[config.mk]
export PLATFORM = sky130hd
export DESIGN_NAME = mac_tx_arbiter
export DESIGN_NICKNAME = d
export VERILOG_FILES = /design/src/rtl/mac_tx_pkg.sv /design/src/rtl/frame_cnt.sv /design/src/rtl/mac_tx_arbiter.sv
export SDC_FILE = /design/constraint.sdc
export NUM_CORES = 1
export LEC_CHECK = 0
export ABC_AREA = 1
export ABC_CLOCK_PERIOD_IN_PS = 2300
export BUFFER_PORTS_ARGS = -buffer_cell sky130_fd_sc_hd__buf_2
export CAP_MARGIN = 30
export CORE_MARGIN = 10
export CORE_UTILIZATION = 45
export DETAILED_ROUTE_END_ITERATION = 6
export PLACE_DENSITY = 0.75
export RECOVER_POWER = 100
export SYNTH_ARGS = -nofsm -noshare
export SYNTH_HDL_FRONTEND = slang
export SYNTH_HIERARCHICAL = 1
export SYNTH_SLANG_ARGS = --single-unit
[constraint.sdc]
create_clock -name tx_mac_aclk -period 2.3 [get_ports tx_mac_aclk]
set_input_delay 0.46 -clock tx_mac_aclk [delete_from_list [all_inputs] [get_ports tx_mac_aclk]]
set_output_delay 0.46 -clock tx_mac_aclk [all_outputs]
set_load 0.01 [all_outputs]
[src/rtl/mac_tx_pkg.sv]
// Shared types and constants for the MAC transmit arbiter.
// State encoding, channel ids and the default frame length limit.
package mac_tx_pkg;

  typedef enum logic [1:0] {
    ST_IDLE   = 2'd0,
    ST_SCHED  = 2'd1,
    ST_LEGACY = 2'd2,
    ST_DROP   = 2'd3
  } arb_state_e;

  localparam logic CH_SCHED  = 1'b0;
  localparam logic CH_LEGACY = 1'b1;

  localparam int DEFAULT_MAX_FRAME_BYTES = 1522;

endpackage

[src/rtl/frame_cnt.sv]
// Wrapping event counter with enable, used for the per-channel and truncation
// frame statistics.
module frame_cnt #(
  parameter int CNT_W = 16
) (
  input  logic             clk,
  input  logic             rst_n,
  input  logic             en,
  output logic [CNT_W-1:0] cnt
);

  logic [CNT_W-1:0] cnt_q;
  logic [CNT_W-1:0] cnt_d;

  always_comb begin
    cnt_d = cnt_q;
    if (en) cnt_d = cnt_q + CNT_W'(1);
  end

  always_ff @(posedge clk or negedge rst_n) begin
    if (!rst_n) cnt_q <= '0;
    else        cnt_q <= cnt_d;
  end

  assign cnt = cnt_q;

endmodule

[src/rtl/mac_tx_arbiter.sv]
// Frame-atomic 2:1 arbiter onto the MAC transmit stream: scheduled channel has
// strict priority at frame boundaries, oversize frames are cut and drained.
module mac_tx_arbiter
  import mac_tx_pkg::*;
#(
  parameter int MAX_FRAME_BYTES = DEFAULT_MAX_FRAME_BYTES,
  parameter int CNT_W           = 16
) (
  input  logic             tx_mac_aclk,
  input  logic             tx_mac_resetn,
  input  logic             sched_gate,
  input  logic             legacy_gate,
  input  logic [7:0]       s_sched_tdata,
  input  logic             s_sched_tvalid,
  input  logic             s_sched_tlast,
  output logic             s_sched_tready,
  input  logic [7:0]       s_legacy_tdata,
  input  logic             s_legacy_tvalid,
  input  logic             s_legacy_tlast,
  output logic             s_legacy_tready,
  output logic [7:0]       m_tdata,
  output logic             m_tvalid,
  output logic             m_tlast,
  output logic             m_tuser,
  input  logic             m_tready,
  output logic             busy,
  output logic [CNT_W-1:0] sched_frames,
  output logic [CNT_W-1:0] legacy_frames,
  output logic [CNT_W-1:0] trunc_frames
);

  localparam int BCNT_W = $clog2(MAX_FRAME_BYTES + 1);
  localparam logic [BCNT_W-1:0] LAST_BEAT = BCNT_W'(MAX_FRAME_BYTES - 1);

  arb_state_e        state_q, state_d;
  logic [BCNT_W-1:0] bcnt_q, bcnt_d;
  logic              drop_ch_q, drop_ch_d;

  logic              gnt_legacy;
  logic              in_valid;
  logic              in_last;
  logic [7:0]        in_data;
  logic              at_limit;
  logic              accept;
  logic              sched_done;
  logic              legacy_done;
  logic              trunc_done;

  // Granted source; only meaningful in SCHED/LEGACY.
  always_comb begin
    gnt_legacy = (state_q == ST_LEGACY);
    in_valid   = gnt_legacy ? s_legacy_tvalid : s_sched_tvalid;
    in_last    = gnt_legacy ? s_legacy_tlast  : s_sched_tlast;
    in_data    = gnt_legacy ? s_legacy_tdata  : s_sched_tdata;
    at_limit   = (bcnt_q == LAST_BEAT);
    accept     = in_valid && m_tready;
  end

  always_comb begin
    state_d         = state_q;
    bcnt_d          = bcnt_q;
    drop_ch_d       = drop_ch_q;
    m_tdata         = '0;
    m_tvalid        = 1'b0;
    m_tlast         = 1'b0;
    m_tuser         = 1'b0;
    s_sched_tready  = 1'b0;
    s_legacy_tready = 1'b0;
    sched_done      = 1'b0;
    legacy_done     = 1'b0;
    trunc_done      = 1'b0;

    case (state_q)
      ST_IDLE: begin
        bcnt_d = '0;
        if (s_sched_tvalid && sched_gate)        state_d = ST_SCHED;
        else if (s_legacy_tvalid && legacy_gate) state_d = ST_LEGACY;
      end

      ST_SCHED, ST_LEGACY: begin
        m_tvalid        = in_valid;
        m_tdata         = in_data;
        m_tlast         = in_valid && (in_last || at_limit);
        m_tuser         = in_valid && at_limit && !in_last;
        s_sched_tready  = !gnt_legacy && m_tready;
        s_legacy_tready = gnt_legacy && m_tready;
        if (accept) begin
          bcnt_d = bcnt_q + BCNT_W'(1);
          // A frame that hits the limit without its own tlast is cut here.
          if (at_limit && !in_last) begin
            state_d    = ST_DROP;
            drop_ch_d  = gnt_legacy ? CH_LEGACY : CH_SCHED;
            trunc_done = 1'b1;
          end else if (in_last) begin
            state_d     = ST_IDLE;
            sched_done  = !gnt_legacy;
            legacy_done = gnt_legacy;
          end
        end
      end

      ST_DROP: begin
        s_sched_tready  = (drop_ch_q == CH_SCHED);
        s_legacy_tready = (drop_ch_q == CH_LEGACY);
        if (drop_ch_q == CH_LEGACY) begin
          if (s_legacy_tvalid && s_legacy_tlast) state_d = ST_IDLE;
        end else begin
          if (s_sched_tvalid && s_sched_tlast) state_d = ST_IDLE;
        end
      end

      default: state_d = ST_IDLE;
    endcase
  end

  always_ff @(posedge tx_mac_aclk or negedge tx_mac_resetn) begin
    if (!tx_mac_resetn) begin
      state_q   <= ST_IDLE;
      bcnt_q    <= '0;
      drop_ch_q <= CH_SCHED;
    end else begin
      state_q   <= state_d;
      bcnt_q    <= bcnt_d;
      drop_ch_q <= drop_ch_d;
    end
  end

  assign busy = (state_q != ST_IDLE);

  frame_cnt #(.CNT_W(CNT_W)) u_sched_cnt (
    .clk   (tx_mac_aclk),
    .rst_n (tx_mac_resetn),
    .en    (sched_done),
    .cnt   (sched_frames)
  );

  frame_cnt #(.CNT_W(CNT_W)) u_legacy_cnt (
    .clk   (tx_mac_aclk),
    .rst_n (tx_mac_resetn),
    .en    (legacy_done),
    .cnt   (legacy_frames)
  );

  frame_cnt #(.CNT_W(CNT_W)) u_trunc_cnt (
    .clk   (tx_mac_aclk),
    .rst_n (tx_mac_resetn),
    .en    (trunc_done),
    .cnt   (trunc_frames)
  );

endmodule

==> results of run 1 <==
per-stage QoR:
| step | hold slack [ns] | std cells | setup TNS [ns] |
|---|---|---|---|
| 2_1_floorplan | 0.164 | 463 | 0 |
| 3_3_place_gp | 0.484 | 655 | 0 |
| 3_5_place_dp | 0.508 | 655 | 0 |
| 4_1_cts | 0.160 | 672 | -0.0228 |
| 5_1_grt | 0.553 | 676 | -0.0238 |
| 6_report | 0.515 | 676 | 0 |
routing by layer:
metal	routed length (µm)	up-vias	track usage [%]
met5	0	-	0
met4	52	0	4.90
met3	612	4	4.66
met2	4300	85	26.6
met1	3840	1527	17.8
li1	-	1665	-
power breakdown:
group          switching, µW  internal [µW]  leakage [µW]  total [µW]
logic                    774            468       0.00123        1240
registers               88.9           1160      0.000792        1250
clock network            420            608      0.000106        1030
total                   1280           2240       0.00213        3520
critical path: stages, from the launching register on:
cell	delay, ns
dfrtp_1	0.42
inv_2	0.13
ha_4	0.18
nand2_1	0.09
o21ai_4	0.09
inv_2	0.07
nor2_4	0.09
inv_2	0.06
nor2_2	0.13
buf_2	0.15
synthesized netlist by cell type, drive strengths merged:
| master | count | area share (%) |
|---|---|---|
| clkbuf | 1 | 0.11 |
| ha | 9 | 3.2 |
| o22ai | 2 | 0.35 |
| nor3 | 6 | 0.84 |
| dfrtp | 62 | 44 |
| xnor2 | 22 | 5.4 |
| a31oi | 1 | 0.18 |
| nor2 | 74 | 9.1 |
| nand4 | 17 | 3.0 |
| nand3b | 1 | 0.21 |
| a21oi | 11 | 1.5 |
| nand3 | 38 | 6.0 |
| o21a | 1 | 0.21 |
| nand2 | 119 | 13 |
| inv | 65 | 6.8 |
| xor2 | 13 | 3.2 |
| o21ai | 15 | 2.2 |
| clkinv | 2 | 0.25 |
| buf | 4 | 0.77 |
sequential cells by signal, indices dropped and copies added, names as in the netlist:
name	count
bcnt_q	11
drop_ch_q	1
state_q	2
u_legacy_cnt/cnt	16
u_sched_cnt/cnt	16
u_trunc_cnt/cnt	16
how the worst min path moves through the flow:
stage	to	slack, ns	cells past startpoint
final	bcnt_q[7]$_DFFE_PN0P_	0.52	2
after global routing	bcnt_q[0]$_DFFE_PN0P_	0.55	1
after CTS	u_legacy_cnt/cnt[0]$_DFFE_PN0P_	0.16	2
after detailed placement	bcnt_q[7]$_DFFE_PN0P_	0.51	2
after global placement	bcnt_q[8]$_DFFE_PN0P_	0.48	2
after floorplan	bcnt_q[0]$_DFFE_PN0P_	0.16	0
layout make-up:
type / instances / area [µm²]
Clock inverter: 6 / 86.3
Inverter: 67 / 254
Multi-Input combinational cell: 329 / 1800
Tap cell: 102 / 128
Timing Repair Buffer: 100 / 463
Sequential cell: 62 / 1550
Clock buffer: 10 / 128
Fill cell: 733 / 3320
logic make-up (layout without fill, tap and decap cells):
family,Yosys count,count (layout),share of synthesized area (%)
fa+ha+maj,9,9,3.16
xor+xnor,35,35,8.60
flops,62,62,43.5
simple gates,255,255,32.2
buf+inv,72,183,7.97
compound gates,30,30,4.49
what timing repair did:
item                                    4_1_cts  5_1_grt
endpoints found under the hold margin         0        0
endpoints found under the setup margin       13       23
setup buffers                                 1        4
gates resized for setup                       5       18
pin swaps                                     1        0
==> impl_results.md, run 1 <==
* Status: finished, violations left
* Failing checks: capacitance limit, slew limit
* # diodes at 0
* Clk slew on worst S/H paths at roughly 0.070 ns
* Post-synthesis sequential area ratio at ~44%
* CTS root buffer: clkbuf_8
* CP Launch Type: register
* Initial DRC count at 116
* Final worst setup slack at 0.112 ns
* CP max FO at 4
* Pre-CTS setup slack at about 0.005 ns
* Avg Cell Area, Syn at about 7.7 µm²
* DRT antenna net count at 0
* Final worst path period share at between 90% and 100%
* Post-DP HPWL at 6.86 mm
* Core Box Area at 7730 µm²
* Hold Crit Class: reg -> reg
* Fin area at about 4400 µm²
* Vias at 3281
* Max_slew headroom at -10.5%
* Data arrival, critical path at between 1.5 and 2 ns
* Worst Hold Launch: bcnt_q[7]$_DFFE_PN0P_
* Cell Area, Synth at about 3600 µm²
* R2R depth at 15
* Power density cells at between 700 and 800 nW/µm²
* Placement Cell Area at just over 4000 µm²
* CTS tree: built
* H-tree depth at 3
* Final Max Tran Viols at 64
* TritonCTS Buffers at 9
* Post-layout util at ~57%
* Worst IR Drop VDD at around 670 µV
* Crit path to: m_tuser
* Hold_buf cts at 0
* Overflow after GRT at 0
* Vias in the first global route at around 3400
* Row cnt at 32
* Crit Path Category: reg -> out
* Crit path launch: state_q[0]$_DFFE_PN0P_
* R2r endpoint: u_trunc_cnt/cnt[12]$_DFFE_PN0P_
* Critical Path RT at 1.84 ns
* Final setup vio count at 0
* Crit path time final at approximately 2.2 ns
* Yosys warnings at 6
* First-pass GRT wire length at roughly 15 mm
* Placer congestion estimate at 0.904
* Initial Util at a little under half
* Die Area at 11900 µm²
* Layout cell share with drive strength beyond 1 at 17.9%
* Chip Width at 109 µm
* Fin nets at 603
* Height of the die at between 100 and 150 µm
* Hold Fails Final Rpt at 0
* Max_cap viols at 2
* Drt drc at 0
* Synth unique cells at 29
* Post-layout power at 3520 µW
* Worst-Margin Slew at between 1.5 and 2 ns
* Largest net degree at the start of global routing at 32
* # IOs at 87
* Peak Freq at roughly 460 MHz
* Clock latency on the worst-skew pair at around 0.33 ns
* Vias/cell at about 4.9
* Synthesized Nets at roughly 500
* WL/cell at 13.0 µm
* RR Startpoint: state_q[0]$_DFFE_PN0P_
* Number of port buffers at 86
* Router iterations before antenna repair at 4
* Antenna violations before repair at 0
* Synthesized flop and latch total at 62
* P_leak at ~0.0021 µW
* DRT Wirelength at 8.80 mm
* GRT Total Usage at around 15%
* R2r setup slk at between 0.2 and 0.25 ns
* Worst clock skew at around 0.011 ns
* CTS max path bufs at 2
* Most frequent cells in the layout: 116 x nand2_1, 60 x inv_1, 60 x dfrtp_1
* Syn-to-layout area delta at 23.8%
* Clk sink count at 62
* Crit. End Element: output pin
* Synth Instances at roughly 460
* Commonest non-fill, non-tap cell in the layout: nand2_1
Power figures use the tool's default switching activity.
==> run 2: changes to the inputs <==
Settings changed: CELL_PAD_IN_SITES_DETAIL_PLACEMENT set to 1, CELL_PAD_IN_SITES_GLOBAL_PLACEMENT set to 1, CORE_MARGIN 10 to 8, CORE_UTILIZATION 45 to 39, PLACE_DENSITY 0.75 to 0.87.
==> impl_results.md, run 2 (synthesized netlist as in run 1, its figures left out) <==
* Status: finished clean
* CTS max path bufs at 2 (unchanged)
* # IOs at 87 (unchanged)
* Largest net degree at the start of global routing at 40 (+25%)
* Chip Width at 112 µm (+2.4%)
* CP Launch Type: register
* Final setup vio count at 0 (unchanged)
* Final worst path period share at 98.5% (+3.3 points)
* # diodes at 0 (unchanged)
* Syn-to-layout area delta at 23.1%
* Data arrival, critical path at 1.80 ns (+0.07 ns)
* Final Max Tran Viols at 0 (-100%)
* Max_slew headroom at 3.17% (+14 points)
* Initial Util at 39.3% (-6.8 points)
* Vias in the first global route at 3699 (+7.8%)
* RR Startpoint: state_q[0]$_DFFE_PN0P_
* Hold Fails Final Rpt at 0 (unchanged)
* Critical Path RT at 1.84 ns (about the same)
* Clk pwr share at 26.3% (-2.9 points)
* Die Area at 12500 µm² (+4.8%)
* Met1 Use GR at 18.3% (+0.50 points)
* Crit path time final at 2.26 ns (+0.0764 ns)
* TritonCTS Buffers at 9 (unchanged)
* CTS root buffer: clkbuf_8
* Core Box Area at 9060 µm² (+17%)
* Fin nets at 600 (-0.50%)
* Overflow after GRT at 0 (unchanged)
* Placer congestion estimate at 0.853 (-5.7%)
* Max_cap viols at 0 (-2)
* Comb pwr share at 37.2% (+1.9 points)
* Worst clock skew at 0.00921 ns (-0.00177 ns)
* Internal power at 2140 µW (-4.1%)
* Met2 global-route usage at 29.1% (+2.5 points)
* GRT Total Usage at 16.6% (+1.2 points)
* Power density cells at 781 nW/µm² (-2.0%)
* Drt drc at 0 (unchanged)
* Hold Crit Class: in -> async
* Row cnt at 35 (+9.4%)
* Post-DP HPWL at 7.95 mm (+16%)
* P_leak at 0.00211 µW (-0.78%)
* Peak Freq at 442 MHz (-3.4%)
* Antenna violations before repair at 0 (unchanged)
* R2r setup slk at 0.10 ns (-0.11 ns)
* R2R depth at 13 (-2)
* Reg power frac at 36.5% (+1.0 points)
* WL/cell at 15.1 µm (+16%)
* H-tree depth at 3 (unchanged)
* R2r endpoint: u_trunc_cnt/cnt[8]$_DFFE_PN0P_
* Cells after DPL at 662 (+1.1%)
* Router iterations before antenna repair at 4 (unchanged)
* Commonest non-fill, non-tap cell in the layout: nand2_1
* Hold Worst Slack at 0.470 ns (-0.0450 ns)
* Initial DRC count at 134 (+16%)
* DRT Wirelength at 10.2 mm (+16%)
* Worst-Margin Slew at 1.45 ns (-0.205 ns)
* Vias at 3363 (+2.5%)
* Vias/cell at 4.95 (+2.0%)
* Clock latency on the worst-skew pair at 0.32 ns (about the same)
* Layout cell share with drive strength beyond 1 at 17.6% (-0.34 points)
* Most frequent cells in the layout: 118 x nand2_1, 61 x dfrtp_1, 58 x nor2_1
* First-pass GRT wire length at 17.3 mm (+14%)
* Worst IR Drop VDD at 419 µV (-38%)
* Hold_buf cts at 0 (unchanged)
* Crit. End Element: output pin
* CTS tree: built
* Number of port buffers at 86 (unchanged)
* CP max FO at 6 (+2)
* Busiest grt layer: met2
* Height of the die at 112 µm (+2.4%)
* DRT antenna net count at 0 (unchanged)
* Clk sink count at 62 (unchanged)
* Final TNS setup at 0 ns (unchanged)
* RSZ-0062 raised after global routing: true
* Net switching power at 1280 µW (about the same)
* GR met3 Demand/Resource at 4.49% (-0.17 points)
* Clk slew on worst S/H paths at 0.07 ns (about the same)
* Crit Path Category: reg -> out
* Non-filler instance count after layout at 679 (+0.44%)
* Switching Share at 37.4% (+0.95 points)
==> run 2: cell count changes in the layout (fill, tap and decap cells not counted), moves of 2 or more <==
cell	before	now
buf_4	11	9
nor2_4	6	8
nor2_2	10	8
nand2_1	116	118
inv_2	5	9
clkbuf_1	53	50
inv_1	60	56
nand2_2	2	0
==> run 2: how the worst max path moves through the flow <==
stage / startpoint / endpoint / slack [ns] / depth (start not counted)
floorplan: state_q[1]$_DFFE_PN0P_ / u_trunc_cnt/cnt[8]$_DFFE_PN0P_ / 0.18 / 12
global placement: state_q[0]$_DFFE_PN0P_ / u_sched_cnt/cnt[15]$_DFFE_PN0P_ / 0.11 / 12
detailed placement: state_q[0]$_DFFE_PN0P_ / u_trunc_cnt/cnt[8]$_DFFE_PN0P_ / 0.001 / 13
CTS: state_q[1]$_DFFE_PN0P_ / u_sched_cnt/cnt[13]$_DFFE_PN0P_ / 0.0008 / 13
global route: state_q[0]$_DFFE_PN0P_ / m_tlast / -0.09 / 9
finish: state_q[0]$_DFFE_PN0P_ / m_tlast / 0.04 / 9
==> run 2: through the flow <==
| stage | utilization (%) | instance area [µm²] | total power (µW) | setup slack, ns |
|---|---|---|---|---|
| detailed placement | 46.0 | 4170 | 2450 | 0.00116 |
| floorplan | - | 3560 | 1970 | 0.183 |
| CTS | 48.1 | 4360 | 3410 | 0.000844 |
| global placement | 46.0 | 4170 | 2400 | 0.110 |
| global route | 48.4 | 4390 | 3690 | -0.0945 |
| finish | 48.4 | 4390 | 3430 | 0.0355 |
==> run 2: final cells by class <==
type / count / area (µm²)
multi-input cells: 329 / 1800
repair buffers: 97 / 468
clock buffers: 11 / 141
inverters: 67 / 254
flip-flops and latches: 62 / 1550
clock inverters: 2 / 35.0
well taps: 111 / 139
fillers: 1182 / 4680
==> run 2: power by group through the flow <==
stage,logic [µW],registers (µW),clock network (µW)
6_report,1270,1250,902
5_1_grt,1450,1260,986
4_1_cts,1220,1250,938
3_5_place_dp,1190,1260,0
3_3_place_gp,1150,1250,0
2_1_floorplan,714,1260,0
==> run 2: worst max-delay path, stage by stage, from the launching register on <==
cell and delay (ns):
dfrtp_1 0.41, inv_2 0.13, ha_4 0.19, nand2_1 0.07
o21ai_2 0.10, inv_2 0.08, nor2_4 0.11, inv_2 0.07
a21oi_2 0.16, buf_2 0.16
==> run 2: what timing repair did <==
action / 4_1_cts / 5_1_grt
gates resized for setup: 6 / 17
endpoints found under the setup margin: 13 / 24
pin swaps: 0 / 1
setup buffers: 0 / 4
==> run 2: layer usage <==
| metal | vias to the layer above | part of all wire [%] |
|---|---|---|
| met3 | 20 | 5.3 |
| met1 | 1600 | 41 |
| li1 | 1658 | - |
| met5 | - | 0 |
| met2 | 85 | 50 |
| met4 | 0 | 2.9 |
==> run 3: changes to the inputs <==
Settings changed: ABC_CLOCK_PERIOD_IN_PS 2300 to 2610, CORE_UTILIZATION 39 to 42, PLACE_DENSITY 0.87 to 0.92.
Clock period 2.3 ns to 2.61 ns, I/O delays scaled along.
==> impl_results.md, run 3 (synthesized netlist as in run 1, its figures left out) <==
* WL met2 at 5.47 mm (+6.1%)
* Cts repair resizes at 0 (-6)
* # IOs at 87 (unchanged)
* Final setup vio count at 0 (unchanged)
* Most frequent cells in the layout: 118 x nand2_1, 64 x nor2_1, 63 x inv_1
* Clk slew on worst S/H paths at 0.07 ns (about the same)
* Placement Cell Area at 4140 µm² (-0.54%)
* CTS tree: built
* Initial DRC count at 113 (-16%)
* Worst-Margin Slew at 1.47 ns (+0.0211 ns)
* Antenna violations before repair at 0 (unchanged)
* Crit. End Element: register
* CP Launch Type: register
* Uppermost layer routed: met4
* Post-layout util at 52.0% (+3.6 points)
* Status: finished clean
* Crit path time final at 2.59 ns
* Router iterations before antenna repair at 4 (unchanged)
* Hold_buf cts at 0 (unchanged)
* DRT antenna net count at 0 (unchanged)
* # diodes at 0 (unchanged)
* Peak Freq at a little under 400 MHz
* Max_slew headroom at 1.76% (-1.4 points)
* Met3 wire length at 671 µm (+23%)
* Die Area at 11700 µm² (-6.1%)
* Worst IR Drop VDD at 445 µV (+6.3%)
* P_leak at 0.00208 µW (-1.7%)
* Drt drc at 0 (unchanged)
* CP max FO at 9 (+3)
* Crit Path Category: reg -> reg
* Power density cells at 699 nW/µm² (-10%)
* Final worst path period share at a little under 100%
* TritonCTS Buffers at 9 (unchanged)
* Overflow after GRT at 0 (unchanged)
* CTS root buffer: clkbuf_8
* Chip Width at 108 µm (-3.1%)
* Final Max Tran Viols at 0 (unchanged)
* Hold Fails Final Rpt at 0 (unchanged)
* Initial Util at 43.4% (+4.1 points)
* Syn-to-layout area delta at 19.9%
* GRT Total Usage at 19.0% (+2.4 points)
* Height of the die at 108 µm (-3.1%)
* Max_cap viols at 0 (unchanged)
* Row cnt at 33 (-5.7%)
* Largest net degree at the start of global routing at 38 (-5.0%)
* Vias in the first global route at 3805 (+2.9%)
* Met1 Routed Length at 4.53 mm (+6.7%)
* Setup bufs post-CTS at 0 (unchanged)
* First-pass GRT wire length at 17.9 mm (+3.3%)
* Worst clock skew at 0.0109 ns (+0.00171 ns)
* Vias at 3446 (+2.5%)
* Fin area at 4270 µm² (-2.6%)
* CTS max path bufs at 2 (unchanged)
* Clk sink count at 62 (unchanged)
* Hold Crit Class: in -> async
* Placer congestion estimate at 0.865 (+1.4%)
* DRT Wirelength at 10.9 mm (+6.9%)
* H-tree depth at 3 (unchanged)
* Number of port buffers at 86 (unchanged)
* Fin nets at 594 (-1.0%)
* Critical Path RT at 2.91 ns (+1.07 ns)
* Layout cell share with drive strength beyond 1 at 14.0% (-3.6 points)
* Post-DP HPWL at 8.10 mm (+1.9%)
* Core Box Area at 8220 µm² (-9.4%)
* Commonest non-fill, non-tap cell in the layout: nand2_1
* Data arrival, critical path at 2.89 ns (+1.09 ns)
* Clock latency on the worst-skew pair at 0.35 ns (+0.03 ns)
* Vias/cell at 5.15 (+4.0%)
* WL/cell at 16.4 µm (+8.5%)
==> run 3: critical path, cell delays in order, from the launching register on <==
cell and delay [ns]:
dfrtp_1 0.41, inv_1 0.20, ha_4 0.22, nand2_1 0.07
o21ai_2 0.11, inv_2 0.08, nor2_2 0.12, inv_1 0.10
nor3_1 0.33, buf_4 0.24, nand3_1 0.11, nor2_1 0.21
nand2_1 0.12, nor2_1 0.10, nand3_1 0.07, nand2_1 0.06
==> run 3: area by class of cell <==
type	instances	area, µm²
flip-flops and latches	62	1550
well taps	105	131
fillers	1080	3940
repair buffers	91	404
clock inverters	4	47.5
clock buffers	11	141
inverters	67	256
multi-input cells	329	1740
==> run 3: worst paths after layout <==
kind / from / to / slack (ns) / cells after the start
max: state_q[0]$_DFFE_PN0P_ / u_trunc_cnt/cnt[13]$_DFFE_PN0P_ / 0.02 / 15
min: tx_mac_resetn / u_legacy_cnt/cnt[14]$_DFFE_PN0P_ / 0.51 / 1
max reg2reg: state_q[0]$_DFFE_PN0P_ / u_trunc_cnt/cnt[13]$_DFFE_PN0P_ / 0.02 / 15
min reg2reg: bcnt_q[8]$_DFFE_PN0P_ / bcnt_q[8]$_DFFE_PN0P_ / 0.52 / 2
max in group asynchronous: tx_mac_resetn / u_trunc_cnt/cnt[6]$_DFFE_PN0P_ / 0.45 / 2
min in group tx_mac_aclk: bcnt_q[8]$_DFFE_PN0P_ / bcnt_q[8]$_DFFE_PN0P_ / 0.52 / 2
==> run 3: stage by stage <==
step | setup WS [ns] | setup TNS (ns) | hold WS, ns | total power [µW] | cells
finish | 0.0158 | 0 | 0.506 | 2990 | 669
global placement | 0.352 | 0 | 0.483 | 2070 | 654
detailed placement | 0.130 | 0 | 0.498 | 2130 | 654
CTS | 0.0257 | 0 | 0.199 | 2980 | 669
global route | -0.117 | -0.532 | 0.538 | 3170 | 669
floorplan | 0.493 | 0 | 0.226 | 1740 | 463
==> run 3: per-layer routing <==
metal | up-vias | global-route usage, %
met3 | 22 | 5.83
met5 | - | 0
met4 | 0 | 9.22
met1 | 1679 | 20.9
li1 | 1641 | -
met2 | 104 | 32.6
==> run 3: power breakdown <==
part	internal (µW)	total [µW]	switching, µW
Sequential	1020	1100	85.7
Clock	459	845	387
Combinational	357	1040	681
Total	1830	2990	1150
